File: config.mk
export PLATFORM = sky130hd
export DESIGN_NAME = activation_writeback
export DESIGN_NICKNAME = d
export VERILOG_FILES = /design/src/rtl/tpu_pkg.sv /design/src/rtl/sync_fifo.sv /design/src/rtl/activation_writeback.sv
export SDC_FILE = /design/constraint.sdc
export NUM_CORES = 1
export LEC_CHECK = 0
export CAP_MARGIN = 20
export CORE_MARGIN = 8
export CORE_UTILIZATION = 36
export DETAILED_ROUTE_END_ITERATION = 12
export DONT_BUFFER_PORTS = 1
export GPL_TIMING_DRIVEN = 0
export HOLD_SLACK_MARGIN = 0.1
export PLACE_DENSITY = 0.6
export SLEW_MARGIN = 30
export SYNTH_ARGS = -nofsm -noshare
export SYNTH_HDL_FRONTEND = slang
export SYNTH_SLANG_ARGS = --single-unit
File: constraint.sdc
create_clock -name clk -period 5.1 [get_ports clk]
set_input_delay 0.51 -clock clk [delete_from_list [all_inputs] [get_ports clk]]
set_output_delay 0.51 -clock clk [all_outputs]
set_load 0.01 [all_outputs]
File: src/rtl/tpu_pkg.sv
// Shared types for the activation write-back path.
// Row entries pack lanes in4..in1 with in1 in the LSBs.
package tpu_pkg;

    typedef enum logic [1:0] {WB_IDLE, WB_RUN, WB_DONE} wb_state_t;

    localparam int LANES = 4;
    localparam int BIT_WIDTH = 8;

    typedef logic [LANES*BIT_WIDTH-1:0] row_t;

endpackage

File: src/rtl/sync_fifo.sv
// Show-ahead synchronous FIFO; pointers carry an extra wrap bit
// so full and empty are distinguished without a counter.
module sync_fifo #(
    parameter int width = 32,
    parameter int depth = 4
) (
    input  logic             clk,
    input  logic             rst,
    input  logic             push,
    input  logic             pop,
    input  logic [width-1:0] wdata,
    output logic [width-1:0] rdata,
    output logic             full,
    output logic             empty
);

    localparam int aw = $clog2(depth);

    logic [aw:0]      wptr;
    logic [aw:0]      rptr;
    logic [width-1:0] mem [depth];

    assign empty = (wptr == rptr);
    assign full  = (wptr[aw] != rptr[aw]) &&
                   (wptr[aw-1:0] == rptr[aw-1:0]);
    assign rdata = mem[rptr[aw-1:0]];

    always_ff @(posedge clk) begin
        if (rst) begin
            wptr <= '0;
            rptr <= '0;
        end else begin
            if (push && !full)
                wptr <= wptr + 1'b1;
            if (pop && !empty)
                rptr <= rptr + 1'b1;
        end
    end

    always_ff @(posedge clk) begin
        if (push && !full)
            mem[wptr[aw-1:0]] <= wdata;
    end

endmodule

File: src/rtl/activation_writeback.sv
// Buffers 4-lane activation rows and serialises them, one byte
// per cycle, to consecutive addresses of the result SRAM.
module activation_writeback
    import tpu_pkg::*;
#(
    parameter int bit_width  = 8,
    parameter int addr_width = 8,
    parameter int fifo_depth = 4
) (
    input  logic                  clk,
    input  logic                  rst,
    input  logic                  start,
    input  logic [addr_width-1:0] base_addr,
    input  logic [addr_width-1:0] num_rows,
    input  logic                  in_valid,
    output logic                  in_ready,
    input  logic [bit_width-1:0]  in1,
    input  logic [bit_width-1:0]  in2,
    input  logic [bit_width-1:0]  in3,
    input  logic [bit_width-1:0]  in4,
    output logic                  mem_we,
    output logic [addr_width-1:0] mem_addr,
    output logic [bit_width-1:0]  mem_wdata,
    output logic                  busy,
    output logic                  done
);

    logic [LANES*bit_width-1:0] row;
    logic [LANES*bit_width-1:0] head;
    logic                       full;
    logic                       empty;
    logic                       push;
    logic                       pop;

    wb_state_t             state;
    logic [addr_width-1:0] base;
    logic [addr_width:0]   rows;
    logic [addr_width:0]   rows_in;
    logic [addr_width:0]   rows_out;
    logic [1:0]            lane_idx;
    logic [addr_width-1:0] row_off;
    logic [addr_width-1:0] addr_next;

    assign row = {in4, in3, in2, in1};

    // A full FIFO refuses a row even when the head pops this cycle.
    assign in_ready = (state == WB_RUN) && !full && (rows_in < rows);
    assign push     = in_valid && in_ready;
    assign pop      = (state == WB_RUN) && !empty && (lane_idx == 2'd3);

    // Address arithmetic wraps silently modulo 2^addr_width.
    assign row_off   = rows_out[addr_width-1:0] << 2;
    assign addr_next = base + row_off + addr_width'(lane_idx);

    sync_fifo #(
        .width (LANES*bit_width),
        .depth (fifo_depth)
    ) u_fifo (
        .clk   (clk),
        .rst   (rst),
        .push  (push),
        .pop   (pop),
        .wdata (row),
        .rdata (head),
        .full  (full),
        .empty (empty)
    );

    always_ff @(posedge clk) begin
        if (rst) begin
            state     <= WB_IDLE;
            base      <= '0;
            rows      <= '0;
            rows_in   <= '0;
            rows_out  <= '0;
            lane_idx  <= '0;
            mem_we    <= 1'b0;
            mem_addr  <= '0;
            mem_wdata <= '0;
            busy      <= 1'b0;
            done      <= 1'b0;
        end else begin
            mem_we <= 1'b0;
            done   <= 1'b0;
            if (push)
                rows_in <= rows_in + 1'b1;
            unique case (state)
                WB_IDLE: begin
                    busy <= 1'b0;
                    if (start) begin
                        base     <= base_addr;
                        rows     <= {1'b0, num_rows};
                        rows_in  <= '0;
                        rows_out <= '0;
                        lane_idx <= '0;
                        busy     <= 1'b1;
                        if (num_rows == '0) begin
                            state <= WB_DONE;
                            done  <= 1'b1;
                        end else begin
                            state <= WB_RUN;
                        end
                    end
                end
                WB_RUN: begin
                    if (!empty) begin
                        mem_we    <= 1'b1;
                        mem_addr  <= addr_next;
                        mem_wdata <= head[lane_idx*bit_width +: bit_width];
                        lane_idx  <= lane_idx + 2'd1;
                        if (lane_idx == 2'd3)
                            rows_out <= rows_out + 1'b1;
                    end else if (rows_out == rows) begin
                        state <= WB_DONE;
                        done  <= 1'b1;
                    end
                end
                WB_DONE: begin
                    state <= WB_IDLE;
                    busy  <= 1'b0;
                end
                default: state <= WB_IDLE;
            endcase
        end
    end

endmodule

==> metrics, run 1 <==
Tcrit/Tclk final=56.9%; worst vdd ir=0.224 mV; CTS tree=yes; Mapped Nets=658; Port Buf Inserts=0; Fmax=344 MHz; placed insts=867; Synth Instances=583; post-route ant nets=0; mean area per synthesized cell=13.7 µm²; RSZ-0062 raised after global routing=false; die height=165 µm; post-synthesis sequential area ratio=64.4%; CP startpoint kind=register; crit-path max FO=19; area leader, netlist=edfxtp_1; max-cap violations=0; Post-synth top cells=edfxtp_1, dfxtp_1, a21oi_1; Final Hold Fails=0; share of post-route cells with drive strength above 1=12.8%; Crit. End Element=register; CP required=5.24 ns; hold_sp=in1[5]; die area=27200 µm²; DR iter-0 viols=384; FF+latch count, synth=193; HP Class=input pin to register; FP Rows=54; global-route wire length before repair=28300 µm; Inserted Clock Buffers=17; Post-route DRC=0; worst-margin pin slew=0.810 ns; most common cell in the synthesized netlist=edfxtp_1; antenna violations before repair=0; Vias/cell=5.43; endpoints failing setup=0; Pins Over Slew Limit=0; Post-DP HPWL=12900 µm; Total Power=3.16 mW; largest net degree at the start of global routing=21; Crit. Startpoint=rows[7]$_SDFFE_PP0P_; die width=165 µm; Post-synth ARST share=0%; I/O Pins=72; initial core utilization=36.6%; hold_buf cts=0; per-cell routed wire length=20.2 µm; Total Negative Setup Slacks=0 ns; GP Congestion=0.884; CTS Sinks=193; nets=681; Max clock buf depth=2; CP Class=register to register; Yosys cell types=46; post-CTS sizing=0; post-synth top area share=48.1%; global route overflow=0; CTS H-tree lvls=4; Area growth, synth to finish=12.9%; WL final=18100 µm; Power Density=350 nW/µm²; Core ar.=21800 µm²; vias in the first global route=5131; gr usage total=13.7%; CTS root buffer=clkbuf_16; postcts setup bufs=0; Cell Area, Synth=7990 µm²; Fin Hold WS=0.162 ns; n_diodes=0; first-pass iteration count of the detailed router=7; outcome=finished clean; RR Startpoint=rows[7]$_SDFFE_PP0P_; number of synthesis warnings=0; Final Critical Period=2.90 ns; WP data arrival=3.05 ns; relative slew slack=46.0%; via count=4874; Worst-path clk slew=0.08 ns; clock latency on the worst-skew pair=0.44 ns; Leakage=2.94 nW; fin cells=897; top_reg_cell synth=edfxtp_1; number of flops mapped to enable cells by yosys=128; top cells by area, synth=edfxtp_1, dfxtp_1, mux4_2; Post-Route Skew=0.0129 ns
## layer usage
layer	up-vias	share of wire (%)	global-route usage, %
li1	2257	-	-
met1	2480	41	15.5
met2	113	50	23.5
met3	24	7.0	4.74
met4	0	1.9	5.16
met5	-	0	0
## cells in the final DEF, fill, tap and decap left out, types with 4 or more instances in the layout
| cell type | Yosys | routed |
|---|---|---|
| edfxtp_1 | 128 | 128 |
| dfxtp_1 | 65 | 65 |
| a21oi_1 | 57 | 57 |
| nand2_1 | 50 | 50 |
| nor2_1 | 33 | 33 |
| mux4_2 | 32 | 32 |
| clkbuf_1 | 23 | 24 |
| ha_1 | 22 | 22 |
| nand3_1 | 19 | 19 |
| a22oi_1 | 17 | 17 |
| clkbuf_16 | 0 | 17 |
| inv_1 | 14 | 14 |
| xor2_1 | 13 | 13 |
| o21ai_0 | 12 | 12 |
| xnor2_1 | 10 | 10 |
| a211oi_1 | 8 | 8 |
| nor2b_1 | 6 | 6 |
| nand2b_1 | 6 | 6 |
| o31ai_1 | 5 | 5 |
| nor3_1 | 5 | 5 |
| or4_1 | 5 | 5 |
| nand3b_1 | 4 | 4 |
| and3_2 | 0 | 4 |
| or3_1 | 4 | 4 |
| a2111oi_0 | 4 | 4 |
| inv_8 | 0 | 4 |
| inv_6 | 0 | 4 |
## area by class of cell
cell class / count / area, µm²
fill: 1968 / 12800
clock inverter: 12 / 135
sequential: 193 / 5140
multi-input combinational: 345 / 2680
buffer: 30 / 118
timing repair buffer: 4 / 103
inverter: 15 / 56.3
clock buffer: 18 / 429
tap: 280 / 350
## worst max-delay path, stage by stage, from the launching register on
cell	delay [ns]
dfxtp_1	0.40
inv_1	0.06
ha_1	0.19
nor4b_1	0.26
o311ai_1	0.17
a211o_2	0.41
clkinv_1	0.22
and3_2	0.64
buf_16	0.23
## worst paths after layout
| check | end | cells after the start | slack (ns) |
|---|---|---|---|
| worst max register to register | u_fifo.mem[0][29]$_DFFE_PP_ | 8 | 2.20 |
| worst min-delay path | u_fifo.mem[1][5]$_DFFE_PP_ | 0 | 0.16 |
| worst max-delay path | u_fifo.mem[0][29]$_DFFE_PP_ | 8 | 2.20 |
| worst min register to register | base[5]$_SDFFE_PP0P_ | 2 | 0.47 |
## state kept, by name, summed over array words and instances, names as in the netlist, named ones only
signal / cells
u_fifo.mem: 128
rows_in: 9
rows_out: 9
base: 8
mem_addr: 8
mem_wdata: 8
rows: 8
u_fifo.rptr: 3
u_fifo.wptr: 3
lane_idx: 2
state: 2
busy: 1
done: 1
mem_we: 1
## where the power goes
group          total [mW]  switching [mW]  leakage, nW  internal [mW]
sequential           1.72          0.0194         1.68           1.70
combinational       0.137          0.0887        0.984         0.0484
clock                1.31           0.616        0.276          0.689
## logic make-up after synthesis
family / after synthesis / synth area share [%]
muxes: 35 / 9.44
and+or+nand+nor: 149 / 8.96
DFF: 193 / 64.4
buffers and inverters: 45 / 2.18
AOI/OAI and AO/OA: 115 / 8.80
xor gates and xnor gates: 23 / 2.52
adders and majority gates: 23 / 3.70
## stage by stage
stage / instance area [µm²] / utilization (%) / setup WS [ns]
3_3_place_gp: 8340 / 38.2 / 1.28
5_1_grt: 9020 / 41.3 / 2.03
6_report: 9020 / 41.3 / 2.20
2_1_floorplan: 7990 / - / 2.22
3_5_place_dp: 8450 / 38.7 / 2.17
4_1_cts: 9010 / 41.3 / 2.15
Power figures use the tool's default switching activity.
==> inputs of run 2 (changes only) <==
- ABC_AREA: unset -> 1
- clock period: 5.1 -> 3 ns (I/O delays scaled with it)
==> run 2 against run 1 <==
Against the previous run: final area rose by 12%; sequential share of layout area fell by 6.1 points; register-to-register slack got worse by 1.7 ns; largest cell class unchanged; via count rose by 27%; utilization rose by 2.1 points; area after synthesis rose by 6.1%; sequential power rose by 72%; cell count rose by 42%; worst hold slack got worse by 0.050 ns.
==> metrics, run 2 <==
Worst-path clk slew=0.08 ns (about the same); worst vdd ir=0.346 mV (+55%); total stage count of the critical path=9 (+1); WHS Path Cells=2 (+2); vias in the first global route=5917 (+15%); gr usage total=15.0% (+1.3 points); HP Class=input pin to register; per-cell routed wire length=16.7 µm (-17%); Pins Over Slew Limit=0 (unchanged); die width=169 µm (+2.7%); crit path setup slack, layout=0.461 ns (-1.74 ns); Post-route DRC=0 (unchanged); RSZ-0062 raised after global routing=false; CP max stage cell=nor2_4; FF+latch count, synth=193 (unchanged); die height=169 µm (+2.7%); post-synth top area share=45.4% (-2.8 points); CP Class=register to register; commonest non-fill, non-tap cell in the layout=nor2_1; mean area per synthesized cell=9.74 µm² (-29%); Final Critical Period=2.54 ns (-0.364 ns); CTS tree=yes; share of post-route cells with drive strength above 1=7.88% (-4.9 points); endpoints failing setup=0 (unchanged); Post-synth ARST share=0% (unchanged); WL final=21300 µm (+18%); Vias/cell=4.89 (-10%); dpl ws=0.432 ns (-1.73 ns); CP required=3.14 ns (-2.10 ns); post-synthesis sequential area ratio=60.7% (-3.7 points); largest net degree at the start of global routing=23 (+9.5%); number of flops mapped to enable cells by yosys=128 (unchanged); crit-path most repeated cell=nand3_1; area leader, netlist=edfxtp_1; nets=1014 (+49%); n_diodes=0 (unchanged); Post-synth top cells=nor2_1, edfxtp_1, nand2_1; Leakage=3.70 nW (+26%); via count=6210 (+27%); WP data arrival=2.68 ns (-0.37 ns); Bufs and invs on worst path=3 (unchanged); Max clock buf depth=2 (unchanged); clock latency on the worst-skew pair=0.44 ns (about the same); crit-path max FO=18 (-1); FP Rows=56 (+3.7%); global route overflow=0 (unchanged); Reg2Reg Depth=9 (+1); CTS root buffer=clkbuf_16; Power Density=571 nW/µm² (+63%); Post-DP HPWL=14900 µm (+16%); top_reg_cell synth=edfxtp_1; Core ar.=23300 µm² (+6.6%); Post-Route Skew=0.0167 ns (+0.00385 ns); CTS Sinks=193 (unchanged); Fmax=394 MHz (+14%); postcts setup bufs=0 (unchanged); most frequent cells in the layout=nor2_1, edfxtp_1, nand2_1; relative slew slack=58.8% (+13 points); CP startpoint kind=register; Synth Instances=870 (+49%); initial core utilization=36.4% (-0.18 points); Area growth, synth to finish=19.2%; first-pass iteration count of the detailed router=7 (unchanged); die area=28700 µm² (+5.5%); Cell Area, Synth=8470 µm² (+6.1%); GP Congestion=0.825 (-6.7%); Yosys cell types=35 (-24%); worst-margin pin slew=0.617 ns (-0.193 ns); Port Buf Inserts=0 (unchanged); most common cell in the synthesized netlist=nor2_1; post-route ant nets=0 (unchanged); CTS H-tree lvls=4 (unchanged); Tcrit/Tclk final=84.6% (+28 points); global-route wire length before repair=32800 µm (+16%); Inserted Clock Buffers=17 (unchanged); CP delay by family, top=simple AND/OR/NAND/NOR gates; number of synthesis warnings=0 (unchanged); antenna violations before repair=1 (+1); Total Power=5.77 mW (+83%); Mapped Nets=945 (+44%); worst-path cell chain=inv_1 > ha_1 > nand3_1 > nand3_1 > nor2_1 > nand3_4 > buf_6 > nor2_4 > buf_16; top cells by area, synth=edfxtp_1, dfxtp_1, nor2_1; DR iter-0 viols=393 (+2.3%); Crit. End Element=register; outcome=finished clean; max-cap violations=0 (unchanged); I/O Pins=72 (unchanged); Final Hold Fails=0 (unchanged); max FFs per register=128 (unchanged); crit-path max cell delay=0.49 ns (-0.15 ns)
==> run 2: cell count changes after synthesis, sizes merged, moves of 8 or more <==
cell / delta
buf: +14
a211oi: -8
nand3: +34
nand2: +66
inv: +47
a22oi: -17
o21ai: +86
o211ai: +25
mux4: -32
clkbuf: -8
nor2: +143
==> run 2: per-stage QoR <==
stage                     instances  cell area (µm²)  hold slack, ns  TNS (ns)  utilization (%)
after floorplan                 870             8470           0.399    -14.98                -
after global placement         1189             8870           0.399   -169.66             38.1
after detailed placement       1193             9010           0.399         0             38.7
after CTS                      1271            10100           0.103         0             43.4
after global routing           1271            10100           0.129         0             43.4
final                          1271            10100           0.112         0             43.4
==> run 2: power by group <==
part	internal [mW]	leakage [nW]	switching [mW]	total (mW)
combinational	0.177	1.72	0.312	0.490
sequential	2.90	1.68	0.0506	2.95
clock	1.15	0.297	1.18	2.33
total	4.23	3.70	1.54	5.77
==> run 2: cell families after synthesis <==
group / Yosys count / synth area share, %
fa+ha+maj: 23 / 3.48
simple gates: 361 / 17.8
flops: 193 / 60.7
xor+xnor: 17 / 1.76
buf+inv: 100 / 5.05
compound gates: 176 / 11.2
==> run 2: path summary, 6_finish.rpt <==
path,start,end,slack [ns]
worst min register to register,rows_in[6]$_SDFF_PP0_,rows_in[6]$_SDFF_PP0_,0.47
worst max-delay path,rows[7]$_SDFFE_PP0P_,u_fifo.mem[1][31]$_DFFE_PP_,0.46
worst max register to register,rows[7]$_SDFFE_PP0P_,u_fifo.mem[1][31]$_DFFE_PP_,0.46
worst min-delay path,num_rows[6],rows[6]$_SDFFE_PP0P_,0.11
==> run 2: repair_timing <==
action,4_1_cts,5_1_grt
endpoints found under the setup margin,0,0
hold buffers,46,0
hold endpoints to repair,142,0
gates resized for setup,0,0
==> run 2: layout make-up <==
type | count | area (µm²)
flip-flops and latches | 193 | 5140
fillers | 2232 | 13200
clock buffers | 17 | 425
inverters | 64 | 248
clock inverters | 15 | 203
multi-input cells | 577 | 2930
repair buffers | 50 | 571
well taps | 319 | 399
plain buffers | 36 | 180
==> run 2: per-layer routing <==
metal / vias to the layer above / track usage [%] / wire length, µm
li1: 3112 / - / -
met1: 2923 / 18.8 / 9570
met2: 146 / 24.4 / 10000
met3: 27 / 4.23 / 1250
met4: 2 / 5.23 / 421
met5: - / 0 / 13
==> inputs of run 3 (changes only) <==
- clock period: 3 -> 2.66 ns (I/O delays scaled with it)
==> run 3 against run 2 <==
Against the previous run: power up 13%; non-clock buffer count grew 15; sequential share of layout area is 0.82 points lower; cell count up 1.2%; register-to-register slack lost 0.24 ns; utilization grew 0.71 points; combinational power increased by 17%; maximum frequency grew 3.9%; critical path type unchanged; largest cell class unchanged.
==> metrics, run 3 (synthesis gave the netlist of run 2 again) <==
outcome=finished clean; CP Class=register to register; die width=169 µm (unchanged); GP Congestion=0.825 (unchanged); Core ar.=23300 µm² (unchanged); max-cap violations=0 (unchanged); Final Hold Fails=0 (unchanged); largest net degree at the start of global routing=23 (unchanged); Max clock buf depth=2 (unchanged); Post-DP HPWL=14900 µm (unchanged); Placed Area=9010 µm² (unchanged); post-route ant nets=0 (unchanged); crit-path max FO=10 (-8); crit path setup slack, layout=0.216 ns (-0.244 ns); first-pass iteration count of the detailed router=8 (+1); relative slew slack=60.3% (+1.5 points); cell area after layout=10300 µm² (+1.6%); RSZ-0062 raised after global routing=false; gr usage total=15.1% (+0.085 points); global route overflow=0 (unchanged); die height=169 µm (unchanged); CTS tree=yes; CTS Sinks=193 (unchanged); max FFs per register=128 (unchanged); vias in the first global route=5951 (+0.57%); Final Critical Period=2.44 ns (-0.0957 ns); area occupied by multi-input gates=2930 µm² (unchanged); share of post-route cells with drive strength above 1=8.69% (+0.81 points); Post-route DRC=0 (unchanged); Vias/cell=4.88 (-0.10%); Port Buf Inserts=0 (unchanged); initial core utilization=36.4% (unchanged); Area growth, synth to finish=21.2%; I/O Pins=72 (unchanged); most frequent cells in the layout=nor2_1, edfxtp_1, nand2_1; Sequential Area=5140 µm² (unchanged); n_diodes=0 (unchanged); via count=6277 (+1.1%); commonest non-fill, non-tap cell in the layout=nor2_1; Crit. End Element=register; CP startpoint kind=register; endpoints failing setup=0 (unchanged); Worst-path clk slew=0.08 ns (about the same); Leakage=3.78 nW (+2.2%); CTS root buffer=clkbuf_16; Power Density=636 nW/µm² (+11%); HP Class=input pin to register; DR iter-0 viols=381 (-3.1%); worst-margin pin slew=0.596 ns (-0.0208 ns); global-route wire length before repair=33000 µm (+0.61%); WP data arrival=2.81 ns (+0.13 ns); per-cell routed wire length=16.7 µm (-0.25%); clock latency on the worst-skew pair=0.45 ns (about the same); antenna violations before repair=1 (unchanged); Fill cells=2213 (-0.85%); dpl ws=0.0925 ns (-0.340 ns); CP required=3.03 ns (-0.11 ns); Pins Over Slew Limit=0 (unchanged); WL final=21500 µm (+0.93%); Fmax=409 MHz (+3.9%); Inserted Clock Buffers=17 (unchanged); Post-Route Skew=0.0168 ns (+0.000101 ns); FP Rows=56 (unchanged); nets=1029 (+1.5%); Tcrit/Tclk final=91.9% (+7.2 points); die area=28700 µm² (unchanged); CTS H-tree lvls=4 (unchanged); worst vdd ir=0.388 mV (+12%)
[run 3: cell count changes in the layout (fill, tap and decap cells not counted)]
cell,before,now
buf_12,0,3
dlygate4sd3_1,46,52
buf_4,1,7
[run 3: final timing paths]
| path | from | depth (start not counted) | slack [ns] | to |
|---|---|---|---|---|
| worst max register to register | lane_idx[1]$_SDFFE_PP0P_ | 8 | 0.22 | mem_addr[6]$_SDFFE_PP0P_ |
| worst min register to register | rows_in[6]$_SDFF_PP0_ | 2 | 0.47 | rows_in[6]$_SDFF_PP0_ |
| worst min-delay path | in_valid | 4 | 0.12 | rows_in[1]$_SDFF_PP0_ |
| worst max-delay path | lane_idx[1]$_SDFFE_PP0P_ | 8 | 0.22 | mem_addr[6]$_SDFFE_PP0P_ |
[run 3: routing by layer]
layer	GRT usage, %	wire [µm]	part of all wire (%)	up-vias
li1	-	-	-	3142
met1	18.9	9690	45	2951
met2	24.7	10200	48	157
met3	4.28	1240	5.8	25
met4	5.23	315	1.5	2
met5	0	13	0.061	-
[run 3: cell type report]
| class | count | share of cell area (%) |
|---|---|---|
| repair buffers | 65 | 7.17 |
| clock inverters | 15 | 1.97 |
| well taps | 319 | 3.89 |
| clock buffers | 17 | 4.14 |
| multi-input cells | 577 | 28.6 |
| flip-flops and latches | 193 | 50.1 |
| plain buffers | 36 | 1.75 |
| inverters | 64 | 2.41 |
[run 3: timing repair]
item | in CTS | in global routing
hold buffers | 52 | 0
endpoints found under the hold margin | 150 | 0
setup buffers | 0 | 9
resized for setup | 0 | 0
endpoints found under the setup margin | 0 | 67
[run 3: worst max-delay path, stage by stage, from the launching register on]
cell and delay (ns):
dfxtp_1 0.37, buf_2 0.29, clkinv_1 0.34, buf_2 0.32
fa_1 0.48, nor3_1 0.22, nor2_1 0.09, xor2_1 0.14
a21oi_1 0.12
[run 3: power breakdown]
part / leakage (nW) / switching (mW) / internal [mW]
clock network: 0.297 / 1.33 / 1.29
registers: 1.68 / 0.0570 / 3.28
logic: 1.80 / 0.358 / 0.215
[run 3: per-stage QoR]
| step | hold slack (ns) | util [%] | cells | power, mW | TNS, ns |
|---|---|---|---|---|---|
| after CTS | 0.101 | 43.7 | 1277 | 6.57 | 0 |
| after global placement | 0.365 | 38.1 | 1189 | 3.86 | -213.18 |
| after floorplan | 0.365 | - | 870 | 3.73 | -58.50 |
| after detailed placement | 0.365 | 38.7 | 1193 | 3.88 | 0 |
| final | 0.122 | 44.1 | 1286 | 6.53 | 0 |
| after global routing | 0.115 | 44.1 | 1286 | 6.76 | 0 |
